**config.mk**
```make
export PLATFORM = sky130hd
export DESIGN_NAME = ram_nxw_flat
export DESIGN_NICKNAME = d
export VERILOG_FILES = /design/src/rtl/ram_nxw_if.sv /design/src/rtl/ram_nxw.sv /design/src/flat_wrapper.sv
export SDC_FILE = /design/constraint.sdc
export NUM_CORES = 1
export LEC_CHECK = 0
export ABC_AREA = 1
export BUFFER_PORTS_ARGS = -buffer_cell sky130_fd_sc_hd__buf_2
export CORE_MARGIN = 2
export CORE_UTILIZATION = 50
export DETAILED_ROUTE_END_ITERATION = 8
export GPL_TIMING_DRIVEN = 0
export PLACE_DENSITY = 0.73
export RECOVER_POWER = 50
export SLEW_MARGIN = 20
export SYNTH_ARGS = -nofsm -noshare
export SYNTH_HDL_FRONTEND = slang
export SYNTH_SLANG_ARGS = --single-unit
```
**constraint.sdc**
```tcl
create_clock -name clock -period 1.75 [get_ports clock]
set_clock_uncertainty 0.2 [all_clocks]
set_input_delay 0.0875 -clock clock [delete_from_list [all_inputs] [get_ports clock]]
set_output_delay 0.0875 -clock clock [all_outputs]
set_load 0.05 [all_outputs]
```
**src/rtl/ram_nxw_if.sv**
```systemverilog
// ram_nxw_if: request/ready access bus between a controller and ram_nxw.
// The controller drives request, read_write, address, data and init.
// The RAM returns ready, read_valid, saved_data and parity_error.
interface ram_nxw_if #(
  parameter int DATA_WIDTH = 8,
  parameter int ADDR_WIDTH = 2
);
  logic                  request;
  logic                  read_write;
  logic [ADDR_WIDTH-1:0] address;
  logic [DATA_WIDTH-1:0] data;
  logic                  init;
  logic                  ready;
  logic                  read_valid;
  logic [DATA_WIDTH-1:0] saved_data;
  logic                  parity_error;

  modport master (
    output request, read_write, address, data, init,
    input  ready, read_valid, saved_data, parity_error
  );

  modport slave (
    input  request, read_write, address, data, init,
    output ready, read_valid, saved_data, parity_error
  );
endinterface

```
**src/rtl/ram_nxw.sv**
```systemverilog
// ram_nxw: single-port synchronous RAM, DATA_WIDTH x 2**ADDR_WIDTH words.
// After clear is released, or when init is sampled while idle, a sweep
// writes zero to every word (one per cycle) before the block accepts
// requests. Reads are registered: saved_data and read_valid appear one
// cycle after the accepting edge.
// Optional feature macro: RAM_NXW_PARITY_EN adds one even-parity bit per
// word and reports a stored-parity mismatch on parity_error with each read.
module ram_nxw #(
  parameter int DATA_WIDTH = 8,
  parameter int ADDR_WIDTH = 2
) (
  input logic         clock,
  input logic         clear,
  ram_nxw_if.slave    bus
);

  localparam int DEPTH = 1 << ADDR_WIDTH;
  localparam logic [ADDR_WIDTH-1:0] LAST_ADDR = ADDR_WIDTH'(DEPTH - 1);

  typedef enum logic {
    SWEEP = 1'b0,
    IDLE  = 1'b1
  } state_t;

  state_t                state, state_next;
  logic [ADDR_WIDTH-1:0] counter, counter_next;

  logic                  wr_en;
  logic [ADDR_WIDTH-1:0] wr_addr;
  logic [DATA_WIDTH-1:0] wr_data;
  logic                  rd_en;

  logic [DATA_WIDTH-1:0] mem [DEPTH];

  logic                  read_valid_q;
  logic [DATA_WIDTH-1:0] saved_data_q;

  // State and sweep-counter register; clear restarts the sweep from word 0.
  always_ff @(posedge clock or negedge clear) begin
    if (!clear) begin
      state   <= SWEEP;
      counter <= '0;
    end else begin
      // NOTE: sequential state uses non-blocking assignments so every
      // register samples pre-edge values regardless of block ordering.
      state   <= state_next;
      counter <= counter_next;
    end
  end

  // Next-state and memory-port decode; init wins over a same-cycle request.
  always_comb begin
    // NOTE: every output of this block gets a default first, so no path
    // leaves a variable unassigned and no latch is inferred.
    state_next   = state;
    counter_next = counter;
    wr_en        = 1'b0;
    wr_addr      = counter;
    wr_data      = '0;
    rd_en        = 1'b0;
    unique case (state)
      SWEEP: begin
        wr_en = 1'b1;
        if (counter == LAST_ADDR) begin
          state_next   = IDLE;
          counter_next = '0;
        end else begin
          counter_next = counter + 1'b1;
        end
      end
      IDLE: begin
        if (bus.init) begin
          state_next   = SWEEP;
          counter_next = '0;
        end else if (bus.request) begin
          if (bus.read_write) begin
            wr_en   = 1'b1;
            wr_addr = bus.address;
            wr_data = bus.data;
          end else begin
            rd_en = 1'b1;
          end
        end
      end
      default: state_next = SWEEP;
    endcase
  end

  // Storage array write port, shared by the sweep and host writes.
  always_ff @(posedge clock) begin
    // NOTE: the array has no reset; the zero-fill sweep after clear is what
    // gives it defined contents.
    if (wr_en) mem[wr_addr] <= wr_data;
  end

  // Registered read data and one-cycle valid strobe.
  always_ff @(posedge clock or negedge clear) begin
    if (!clear) begin
      read_valid_q <= 1'b0;
      saved_data_q <= '0;
    end else begin
      read_valid_q <= rd_en;
      if (rd_en) saved_data_q <= mem[bus.address];
    end
  end

`ifdef RAM_NXW_PARITY_EN
  logic [DEPTH-1:0] parity_mem;
  logic             parity_error_q;

  // Parity array write port; sweep stores parity of zero, i.e. 0.
  always_ff @(posedge clock) begin
    if (wr_en) parity_mem[wr_addr] <= ^wr_data;
  end

  // Parity check registered with the read; forced to 0 on non-read cycles.
  always_ff @(posedge clock or negedge clear) begin
    if (!clear) begin
      parity_error_q <= 1'b0;
    end else begin
      parity_error_q <= rd_en & (parity_mem[bus.address] ^ (^mem[bus.address]));
    end
  end

  assign bus.parity_error = parity_error_q;
`else
  assign bus.parity_error = 1'b0;
`endif

  assign bus.ready      = (state == IDLE);
  assign bus.read_valid = read_valid_q;
  assign bus.saved_data = saved_data_q;

endmodule

```
**src/flat_wrapper.sv**
```systemverilog
// flat-port wrapper written by rule: the top's interface ports become plain ports
module ram_nxw_flat 
#(
  parameter int DATA_WIDTH = 8,
  parameter int ADDR_WIDTH = 2
)
  (clock, clear, bus_request, bus_read_write, bus_address, bus_data, bus_init, bus_ready, bus_read_valid, bus_saved_data, bus_parity_error);
  ram_nxw_if #(.DATA_WIDTH(DATA_WIDTH), .ADDR_WIDTH(ADDR_WIDTH)) bus_i ();
  input logic clock;
  input logic clear;
  input wire logic [$bits(bus_i.request)-1:0] bus_request;
  input wire logic [$bits(bus_i.read_write)-1:0] bus_read_write;
  input wire logic [$bits(bus_i.address)-1:0] bus_address;
  input wire logic [$bits(bus_i.data)-1:0] bus_data;
  input wire logic [$bits(bus_i.init)-1:0] bus_init;
  output wire logic [$bits(bus_i.ready)-1:0] bus_ready;
  output wire logic [$bits(bus_i.read_valid)-1:0] bus_read_valid;
  output wire logic [$bits(bus_i.saved_data)-1:0] bus_saved_data;
  output wire logic [$bits(bus_i.parity_error)-1:0] bus_parity_error;
  assign bus_i.request = bus_request;
  assign bus_i.read_write = bus_read_write;
  assign bus_i.address = bus_address;
  assign bus_i.data = bus_data;
  assign bus_i.init = bus_init;
  assign bus_ready = bus_i.ready;
  assign bus_read_valid = bus_i.read_valid;
  assign bus_saved_data = bus_i.saved_data;
  assign bus_parity_error = bus_i.parity_error;
  ram_nxw #(.DATA_WIDTH(DATA_WIDTH), .ADDR_WIDTH(ADDR_WIDTH)) u_core (.clock(clock), .clear(clear), .bus(bus_i));
endmodule
```
==> reports/metrics.yaml, run 1 <==
final_nets: 282
required_ns: 1.56
period_needed_ns: 1.73
synth.net_count: 234
design.portCount: 26
grtUsageTotal_pct: 18.5
dp_slack_ns: -0.0903
power_per_cell_area_mw_per_mm2: 1530
fin_ws_ns: 0.0208
clockBufferDepth: 2
combinationalPowerShare_pct: 38.1
cts_max_level: 2
clkLatencyLatePin_ns: 0.29
num_rows: 23
detail_route.wl_per_cell_um: 12.2
status: "finished clean"
drt_pre_antenna_iters: 4
clock.fmax_mhz: 578
synth_to_final_area_change_pct: 28.8
worst_ir_drop_vdd_v: 0.000552
maxCapViolations: 0
place.gp.congestion: 0.801
detail_route.vias_per_cell: 4.62
drc: 0
series_of_cell_instances_along_the_critical_path: "inv_4 > nor2_4 > nand2_4 > buf_8 > nand2_4 > nand3_4 > nor2_4 > buf_12"
post_dp_cell_area_mm2: 0.00223
design.core.area_mm2: 0.00394
critical_path.max_fanout: 8
grt_antenna_before_repair: 0
grt_start_max_net_pins: 15
drtAntennaViolNets: 0
yosys_warnings: 0
drive_above_1_share_pct: 23.2
layout.cell_area.non_filler_mm2: 0.00259
cts_num_sinks: 44
finalSetupViolations: 0
n_antenna_cell: 0
postLayoutCoreUtil_pct: 65.6
setup-tns-final_ns: 0
syn-instance-count: 218
dieArea_mm2: 0.00454
grt_first_pass_wirelength_mm: 5.83
timing_worst_setup_path_type: "reg2reg"
timing_max_transition_violations_final: 0
crit_path_end_kind: "register"
critical-path-max-stage-delay_ns: 0.42
start_util_pct: 50.9
die_width_um: 67.4
route.vias.total: 1465
final_min_period_over_clock_period_pct: 98.8
report.final.hold_viol_count: 0
grt_overflow: 0
layout.cells.non_filler: 317
internal_power_mw: 2.50
seqPwrFrac_pct: 43.0
cts-buffers-inserted: 5
first_global_vias: 1322
dp_hpwl_mm: 2.48
worst_setup_hold_path_clk_slew_ns: 0.08
syn_avg_cell_area_um2: 9.21
ctsRootBufferMaster: "sky130_fd_sc_hd__clkbuf_8"
hp-class: "in2reg"
cellLeakagePower_nw: 1.30
io_buffer_count: 22
netlist_area_mm2: 0.00201
power.switching_fraction_pct: 36.7
fp.dieH_um: 67.4
synth_cell_types: 19
synth-seq-cells: 44
drt-initial-drc-count: 72
critical-path-slowest-cell: "sky130_fd_sc_hd__dfrtp_2"
routed_wl_mm: 3.85
rsz0062_at_grt: "true"
clock_power_share_pct: 18.9
setup.worst_path.start_class: "register"
arrival_ns: 1.54
placed_cells: 290
switching_component_of_the_power_mw: 1.45
synth_seq_area_share_pct: 62.8
cts_tree: "built"
## cells in the final DEF (no fill, tap or decap), types with 2 or more instances in the layout
cell and count:
sky130_fd_sc_hd__nor2_1 9, sky130_fd_sc_hd__edfxtp_1 32, sky130_fd_sc_hd__nor2_4 5, sky130_fd_sc_hd__buf_12 3, sky130_fd_sc_hd__nand3_1 18, sky130_fd_sc_hd__buf_2 23
sky130_fd_sc_hd__nand2_4 4, sky130_fd_sc_hd__nand2_2 3, sky130_fd_sc_hd__o21ai_0 2, sky130_fd_sc_hd__inv_4 2, sky130_fd_sc_hd__nand2_1 72, sky130_fd_sc_hd__clkbuf_8 5
sky130_fd_sc_hd__inv_1 44, sky130_fd_sc_hd__dlygate4sd3_1 13, sky130_fd_sc_hd__buf_4 7, sky130_fd_sc_hd__inv_2 2, sky130_fd_sc_hd__dfrtp_1 11
## logic make-up (layout without fill, tap and decap cells)
family                   after synthesis  after routing  share of synthesized area, %
flip-flops                            44             44                          62.8
buffers and inverters                 55            104                          11.6
AND/OR/NAND/NOR                      114            114                          24.1
AO/OA/AOI/OAI                          3              3                         0.747
adder cells (fa/ha/maj)                1              1                         0.623
other                                  1              1                         0.187
## worst max-delay path: cells and delay by family, from the launching register on
family	cells	cell delay (ns)
buf+inv	3	0.31
flops	1	0.42
simple gates	5	0.52
## layout make-up
class                      count  area (um^2)
fill                         297         1360
sequential                    44         1260
multi-input combinational    119          589
timing repair buffer          41          323
inverter                      49          189
clock buffer                   5         68.8
tap                           50         62.6
buffer                         6         50.0
clock inverter                 3         42.5
## per-stage QoR
stage | power, mW | hold WS (ns)
floorplan | 2.67 | -0.408
global placement | 2.93 | -0.235
detailed placement | 2.98 | -0.232
CTS | 3.89 | 0.00383
global route | 4.18 | 0.0207
finish | 3.95 | 0.0121
## state kept, by name, indices dropped and copies added (netlist names)
| name | count |
|---|---|
| u_core.mem | 32 |
| u_core.bus.saved_data | 8 |
| u_core.counter | 2 |
| u_core.bus.read_valid | 1 |
| u_core.bus.ready | 1 |
## cells in the mapped netlist
master	instances	share of area [%]
sky130_fd_sc_hd__nand2_1	75	14
sky130_fd_sc_hd__nand2_2	4	1.2
sky130_fd_sc_hd__inv_2	3	0.56
sky130_fd_sc_hd__nand3_1	19	4.7
sky130_fd_sc_hd__o21ai_0	3	0.75
sky130_fd_sc_hd__inv_4	1	0.31
sky130_fd_sc_hd__clkinv_1	1	0.19
sky130_fd_sc_hd__dfrtp_1	12	15
sky130_fd_sc_hd__conb_1	1	0.19
sky130_fd_sc_hd__nand3_2	1	0.50
sky130_fd_sc_hd__nor2_2	1	0.31
sky130_fd_sc_hd__inv_1	44	8.2
sky130_fd_sc_hd__nor2_1	13	2.4
sky130_fd_sc_hd__nor3_4	1	0.81
sky130_fd_sc_hd__ha_1	1	0.62
sky130_fd_sc_hd__buf_4	4	1.5
sky130_fd_sc_hd__buf_2	1	0.25
sky130_fd_sc_hd__edfxtp_1	32	48
sky130_fd_sc_hd__buf_6	1	0.56
## power groups by stage
stage	clock, mW	sequential [mW]	combinational (mW)
6_report	0.748	1.70	1.51
5_1_grt	0.799	1.73	1.65
4_1_cts	0.758	1.70	1.44
3_5_place_dp	0	1.72	1.26
3_3_place_gp	0	1.71	1.23
2_1_floorplan	0	2.02	0.654
## worst paths after layout
kind	startpoint	endpoint	slack, ns	cells past startpoint
setup / recovery	u_core.bus.ready	u_core.mem[1][0]	0.02	8
hold / removal	bus_address[1]	u_core.bus.saved_data[5]	0.01	5
setup reg to reg	u_core.bus.ready	u_core.mem[1][0]	0.02	8
hold reg to reg	u_core.bus.saved_data[0]	u_core.bus.saved_data[0]	0.27	2
max in group asynchronous	clear	u_core.bus.ready	0.39	3
min in group asynchronous	clear	u_core.bus.saved_data[2]	0.61	3
## routing by layer
layer / part of all wire [%] / wire, um / track usage (%)
met1: 43 / 1670 / 20.7
met4: 2.4 / 91 / 13.0
met2: 50 / 1920 / 30.9
met5: 0 / 0 / 0
met3: 4.6 / 178 / 4.50
## what timing repair did
item                                   CTS  global route
gates resized for setup                  0             9
hold buffers                            13             0
setup buffers                            3             3
gates cloned                             0             0
setup endpoints to repair               24            32
pin swaps                                3             4
endpoints found under the hold margin   56             0
(Power assumes the default switching activity.)
==> inputs of run 2 (changes only) <==
CELL_PAD_IN_SITES_DETAIL_PLACEMENT = 0   (was default)
CELL_PAD_IN_SITES_GLOBAL_PLACEMENT = 1   (was default)
CORE_UTILIZATION = 39   (was 50)
PLACE_DENSITY = default   (was 0.73)
PLACE_DENSITY_LB_ADDON = 0.1   (was default)
==> run 2 against run 1 <==
Power increased by 0.91%. Non-clock buffer count increased by 1. Core utilization decreased by 14 points. Sequential power about the same. Critical path depth unchanged. Cell area increased by 1.1%. Worst setup slack improved by 0.028 ns. Via count decreased by 4.4%. Wire length increased by 7.1%. Combinational power about the same. Critical endpoint is now u_core.mem[1][1]. Largest power group unchanged.
==> reports/metrics.yaml, run 2 (synthesis results as in run 1) <==
tightest_slew_ns: 0.521
die_width_um: 75.8  # +12%
cts_num_sinks: 44  # unchanged
rsz0062_at_grt: "true"
period_needed_ns: 1.70  # -0.0278 ns
critical_path.max_fanout: 8  # unchanged
drc: 0  # unchanged
grt_start_max_net_pins: 14  # -1
post-layout-total-power_mw: 3.99  # +0.91%
required_ns: 1.57  # about the same
setup.reg_to_reg.worst_slack_ns: 0.05  # +0.03 ns
detail_route.vias_per_cell: 4.14  # -10%
gr-usage-met2_pct: 27.9  # -3.1 points
layout_common_cells: "sky130_fd_sc_hd__nand2_1 (73), sky130_fd_sc_hd__inv_1 (44), sky130_fd_sc_hd__edfxtp_1 (32)"
fp.dieH_um: 75.8  # +12%
worst_ir_drop_vdd_v: 0.000506  # -8.3%
crit_path_end_kind: "register"
grt.met3_usage_pct: 3.17  # -1.3 points
clockBufferDepth: 2  # unchanged
grt-busiest-layer: "met2"
final_nets: 283  # +0.35%
final_min_period_over_clock_period_pct: 97.2  # -1.6 points
series_of_cell_instances_along_the_critical_path: "inv_4 > nor2_4 > nand2_2 > buf_8 > nand2_4 > nand3_4 > nor2_4 > buf_12"
maxCapViolations: 0  # unchanged
timing_max_transition_violations_final: 0  # unchanged
setup.worst_path.start_class: "register"
cts-buffers-inserted: 5  # unchanged
drt-initial-drc-count: 32  # -56%
ctsRootBufferMaster: "sky130_fd_sc_hd__clkbuf_8"
drt_pre_antenna_iters: 4  # unchanged
hp-class: "in2reg"
max_flop_register: "u_core.mem"
cellLeakagePower_nw: 1.30  # -0.13%
placed_cells: 310  # +6.9%
grtUsageTotal_pct: 16.3  # -2.2 points
routed_wl_mm: 4.13  # +7.1%
timing_worst_setup_path_type: "reg2reg"
drive_above_1_share_pct: 22.8  # -0.46 points
worst_setup_hold_path_clk_slew_ns: 0.08  # about the same
grt_overflow: 0  # unchanged
crit_path_frequent_cell: "sky130_fd_sc_hd__nor2_4"
design.portCount: 26  # unchanged
io_buffer_count: 22  # unchanged
layout.cells.most_common: "sky130_fd_sc_hd__nand2_1"
drtAntennaViolNets: 0  # unchanged
worst_max_slew_margin_expressed_relative_to_the_limit_pct: 65.2
first_global_vias: 1372  # +3.8%
n_antenna_cell: 0  # unchanged
route.vias.total: 1401  # -4.4%
critical-path-slowest-cell: "sky130_fd_sc_hd__dfrtp_2"
finalSetupViolations: 0  # unchanged
number_of_flip_flops_in_the_largest_register: 32  # unchanged
place.gp.congestion: 0.688  # -14%
design.core.area_mm2: 0.00504  # +28%
arrival_ns: 1.52  # -0.02 ns
dp_hpwl_mm: 2.71  # +9.2%
clock.fmax_mhz: 588  # +1.6%
status: "finished clean"
n_fill_cell: 491  # +65%
cts_max_level: 2  # unchanged
synth_to_final_area_change_pct: 30.3
start_util_pct: 39.8  # -11 points
grt_first_pass_wirelength_mm: 6.57  # +13%
grt_use_met1_pct: 19.6  # -1.1 points
layout.cells.non_filler: 338  # +6.6%
detail_route.wl_per_cell_um: 12.2  # +0.48%
num_rows: 26  # +13%
clkLatencyLatePin_ns: 0.29  # about the same
critical-path-max-stage-delay_ns: 0.41  # about the same
power_per_cell_area_mw_per_mm2: 1530  # -0.20%
grt_antenna_before_repair: 0  # unchanged
report.final.hold_viol_count: 0  # unchanged
dieArea_mm2: 0.00574  # +26%
cts_tree: "built"
-- run 2: changes by cell type in the layout (fill, tap and decap cells not counted), sizes merged --
| cell | delta |
|---|---|
| clkinvlp | -1 |
| buf | +1 |
| clkbuf | +1 |
-- run 2: critical path, delay by kind of cell (launching register included) --
kind / cells / cell delay, ns
buffers and inverters: 3 / 0.33
DFF: 1 / 0.41
and+or+nand+nor: 5 / 0.48
-- run 2: metrics by stage --
stage	hold slack (ns)	area [um^2]	setup WS (ns)	util (%)	TNS [ns]
4_1_cts	0.0214	2570	0.00573	51.1	0
6_report	0.0232	2620	0.0486	51.9	0
3_5_place_dp	-0.228	2260	-0.108	44.8	-2.13
5_1_grt	0.0558	2620	-0.00611	51.9	-0.0248
3_3_place_gp	-0.227	2260	-0.164	44.8	-3.06
2_1_floorplan	-0.408	2060	-0.0516	-	-0.856
-- run 2: final cells by class --
cell class / count / area (um^2) / area share, %
multi-input cells: 119 / 577 / 22.0
clock inverters: 2 / 35.0 / 1.34
flip-flops and latches: 44 / 1260 / 48.3
plain buffers: 6 / 50.0 / 1.91
repair buffers: 42 / 343 / 13.1
clock buffers: 6 / 72.6 / 2.77
inverters: 49 / 189 / 7.22
well taps: 70 / 87.6 / 3.35
-- run 2: path summary, 6_finish.rpt --
check	from	cells after the start	to
max	u_core.bus.ready	8	u_core.mem[1][1]
min	bus_address[1]	5	u_core.bus.saved_data[3]
max reg2reg	u_core.bus.ready	8	u_core.mem[1][1]
min reg2reg	u_core.bus.saved_data[1]	2	u_core.bus.saved_data[1]
max in group asynchronous	clear	3	u_core.bus.ready
min in group asynchronous	clear	3	u_core.bus.saved_data[2]
-- run 2: layer usage --
layer | routed length [um] | share of wire [%]
met3 | 121 | 2.9
met4 | 80 | 1.9
met1 | 1880 | 46
met2 | 2040 | 49
met5 | 0 | 0
-- run 2: what timing repair did --
action	4_1_cts	5_1_grt
endpoints found under the setup margin	32	32
setup buffers	4	3
resized for setup	0	5
pin swaps	4	2
hold buffers	13	0
hold endpoints to repair	54	0
-- run 2: power by group --
group	internal (mW)	leakage (nW)	switching, mW
Clock	0.423	0.0552	0.329
Combinational	0.549	0.796	0.993
Sequential	1.56	0.451	0.133
==> inputs of run 3 (changes only) <==
==> constraint.sdc (replaced) <==
create_clock -name clock -period 1.75 [get_ports clock]
set_clock_uncertainty 0.2 [all_clocks]
set_input_delay 0.35 -clock clock [delete_from_list [all_inputs] [get_ports clock]]
set_output_delay 0.35 -clock clock [all_outputs]
set_load 0.05 [all_outputs]
==> run 3 against run 2 <==
Core utilization decreased by 2.5 points. Sequential power about the same. Sequential cell count unchanged.
==> reports/metrics.yaml, run 3 (synthesis results as in run 1) <==
layout_common_cells: "sky130_fd_sc_hd__nand2_1 (73), sky130_fd_sc_hd__inv_1 (44), sky130_fd_sc_hd__edfxtp_1 (32)"
routed_wl_mm: 3.98  # -3.7%
n_antenna_cell: 0  # unchanged
timing_max_transition_violations_final: 0  # unchanged
drt-initial-drc-count: 30  # -6.3%
grt_overflow: 0  # unchanged
ctsRootBufferMaster: "sky130_fd_sc_hd__clkbuf_8"
period_needed_ns: 1.70  # -0.00226 ns
synth_to_final_area_change_pct: 24.0
max_flop_register: "u_core.mem"
drt_pre_antenna_iters: 4  # unchanged
final_nets: 270  # -4.6%
post-layout-total-power_mw: 3.95  # -1.1%
timing_worst_setup_path_type: "reg2reg"
detail_route.wl_per_cell_um: 12.2  # +0.15%
crit_path_end_kind: "register"
route.vias.total: 1358  # -3.1%
setup-tns-final_ns: 0  # unchanged
critical_path.max_fanout: 8  # unchanged
cts_num_sinks: 44  # unchanged
required_ns: 1.56  # about the same
detail_route.vias_per_cell: 4.18  # +0.81%
grtUsageTotal_pct: 16.0  # -0.22 points
drive_above_1_share_pct: 23.5  # +0.77 points
dp_hpwl_mm: 2.71  # unchanged
depth_of_the_most_critical_reg_to_reg_path: 8  # unchanged
finalSetupViolations: 0  # unchanged
number_of_flip_flops_in_the_largest_register: 32  # unchanged
setup.worst_path.start_class: "register"
drtAntennaViolNets: 0  # unchanged
layout.cells.most_common: "sky130_fd_sc_hd__nand2_1"
status: "finished clean"
worst_setup_hold_path_clk_slew_ns: 0.08  # about the same
clock.fmax_mhz: 589  # +0.13%
design.portCount: 26  # unchanged
dieArea_mm2: 0.00574  # unchanged
clockBufferDepth: 2  # unchanged
cellLeakagePower_nw: 1.24  # -4.8%
place.gp.congestion: 0.688  # unchanged
grt_antenna_before_repair: 0  # unchanged
tightest_slew_ns: 0.611  # +0.0899 ns
n_fill_cell: 502  # +2.2%
timing.hold.worst_path_depth: 2  # -3
fp.dieH_um: 75.8  # unchanged
first_global_vias: 1344  # -2.0%
design.core.area_mm2: 0.00504  # unchanged
clkLatencyLatePin_ns: 0.29  # about the same
power_per_cell_area_mw_per_mm2: 1580  # +3.9%
grt_start_max_net_pins: 14  # unchanged
worst_ir_drop_vdd_v: 0.000496  # -1.9%
num_rows: 26  # unchanged
arrival_ns: 1.51  # about the same
worst_max_slew_margin_expressed_relative_to_the_limit_pct: 59.3  # -5.9 points
io_buffer_count: 22  # unchanged
cts_max_level: 2  # unchanged
grt_first_pass_wirelength_mm: 6.47  # -1.5%
report.final.hold_viol_count: 0  # unchanged
cts_tree: "built"
cts-buffers-inserted: 5  # unchanged
final_min_period_over_clock_period_pct: 97.1  # -0.13 points
final.hold.worst_slack_ns: 0.106  # +0.0828 ns
drc: 0  # unchanged
die_width_um: 75.8  # unchanged
hp-class: "in2reg"
maxCapViolations: 0  # unchanged
start_util_pct: 39.8  # unchanged
run 3: cell types whose count changed in the layout (fill, tap and decap cells not counted), sizes merged:
cell         delta
buf            -12
dlygate4sd3    -12
clkinv          -1
clkinvlp        +1
clkbuf         +11
run 3: through the flow:
| step | instance area [um^2] | worst slack (ns) | instances | util (%) |
|---|---|---|---|---|
| 2_1_floorplan | 2060 | -0.0516 | 218 | - |
| 3_3_place_gp | 2260 | -0.426 | 310 | 44.8 |
| 3_5_place_dp | 2260 | -0.371 | 310 | 44.8 |
| 4_1_cts | 2430 | 0.00233 | 322 | 48.3 |
| 5_1_grt | 2490 | -0.00481 | 325 | 49.4 |
| 6_report | 2490 | 0.0508 | 325 | 49.4 |
run 3: worst paths after layout:
path                                               start                        to  slack (ns)
worst max-delay path                    u_core.bus.ready          u_core.mem[1][1]        0.05
worst min-delay path                      bus_read_write     u_core.bus.read_valid        0.11
worst max register to register          u_core.bus.ready          u_core.mem[1][1]        0.05
worst min register to register  u_core.bus.saved_data[1]  u_core.bus.saved_data[1]        0.27
max in group asynchronous                          clear          u_core.bus.ready        0.55
min in group asynchronous                          clear  u_core.bus.saved_data[2]        0.37
run 3: where the power goes:
group | leakage, nW | switching [mW] | internal (mW)
Clock | 0.0552 | 0.324 | 0.423
Sequential | 0.451 | 0.137 | 1.56
Combinational | 0.733 | 0.981 | 0.519
Total | 1.24 | 1.44 | 2.51
run 3: repair_timing:
item | 4_1_cts | 5_1_grt
endpoints found under the setup margin | 32 | 32
buffers inserted | 3 | 3
pin swaps | 3 | 3
gates resized for setup | 1 | 6
gates cloned | 0 | 0
hold endpoints to repair | 12 | 0
hold buffers | 1 | 0
run 3: layout make-up:
| cell class | instances | area, um^2 | share of cell area [%] |
|---|---|---|---|
| Tap cell | 70 | 87.6 | 3.52 |
| Multi-Input combinational cell | 119 | 577 | 23.2 |
| Clock inverter | 2 | 35.0 | 1.41 |
| Buffer | 6 | 50.0 | 2.01 |
| Clock buffer | 6 | 72.6 | 2.91 |
| Timing Repair Buffer | 29 | 214 | 8.59 |
| Inverter | 49 | 193 | 7.73 |
| Sequential cell | 44 | 1260 | 50.7 |
run 3: critical path, cell delays in order, from the launching register on:
cell	delay [ns]
sky130_fd_sc_hd__dfrtp_2	0.41
sky130_fd_sc_hd__inv_4	0.06
sky130_fd_sc_hd__nor2_4	0.11
sky130_fd_sc_hd__nand2_2	0.09
sky130_fd_sc_hd__buf_8	0.13
sky130_fd_sc_hd__nand2_4	0.05
sky130_fd_sc_hd__nand3_4	0.08
sky130_fd_sc_hd__nor2_4	0.14
sky130_fd_sc_hd__buf_12	0.14
run 3: metal layers:
layer  share of wire (%)  track usage [%]  wire, um
met3                 3.1             3.17       125
met5                   0                0         0
met4                0.96             7.60        38
met2                  50             27.0      1970
met1                  46             19.7      1840
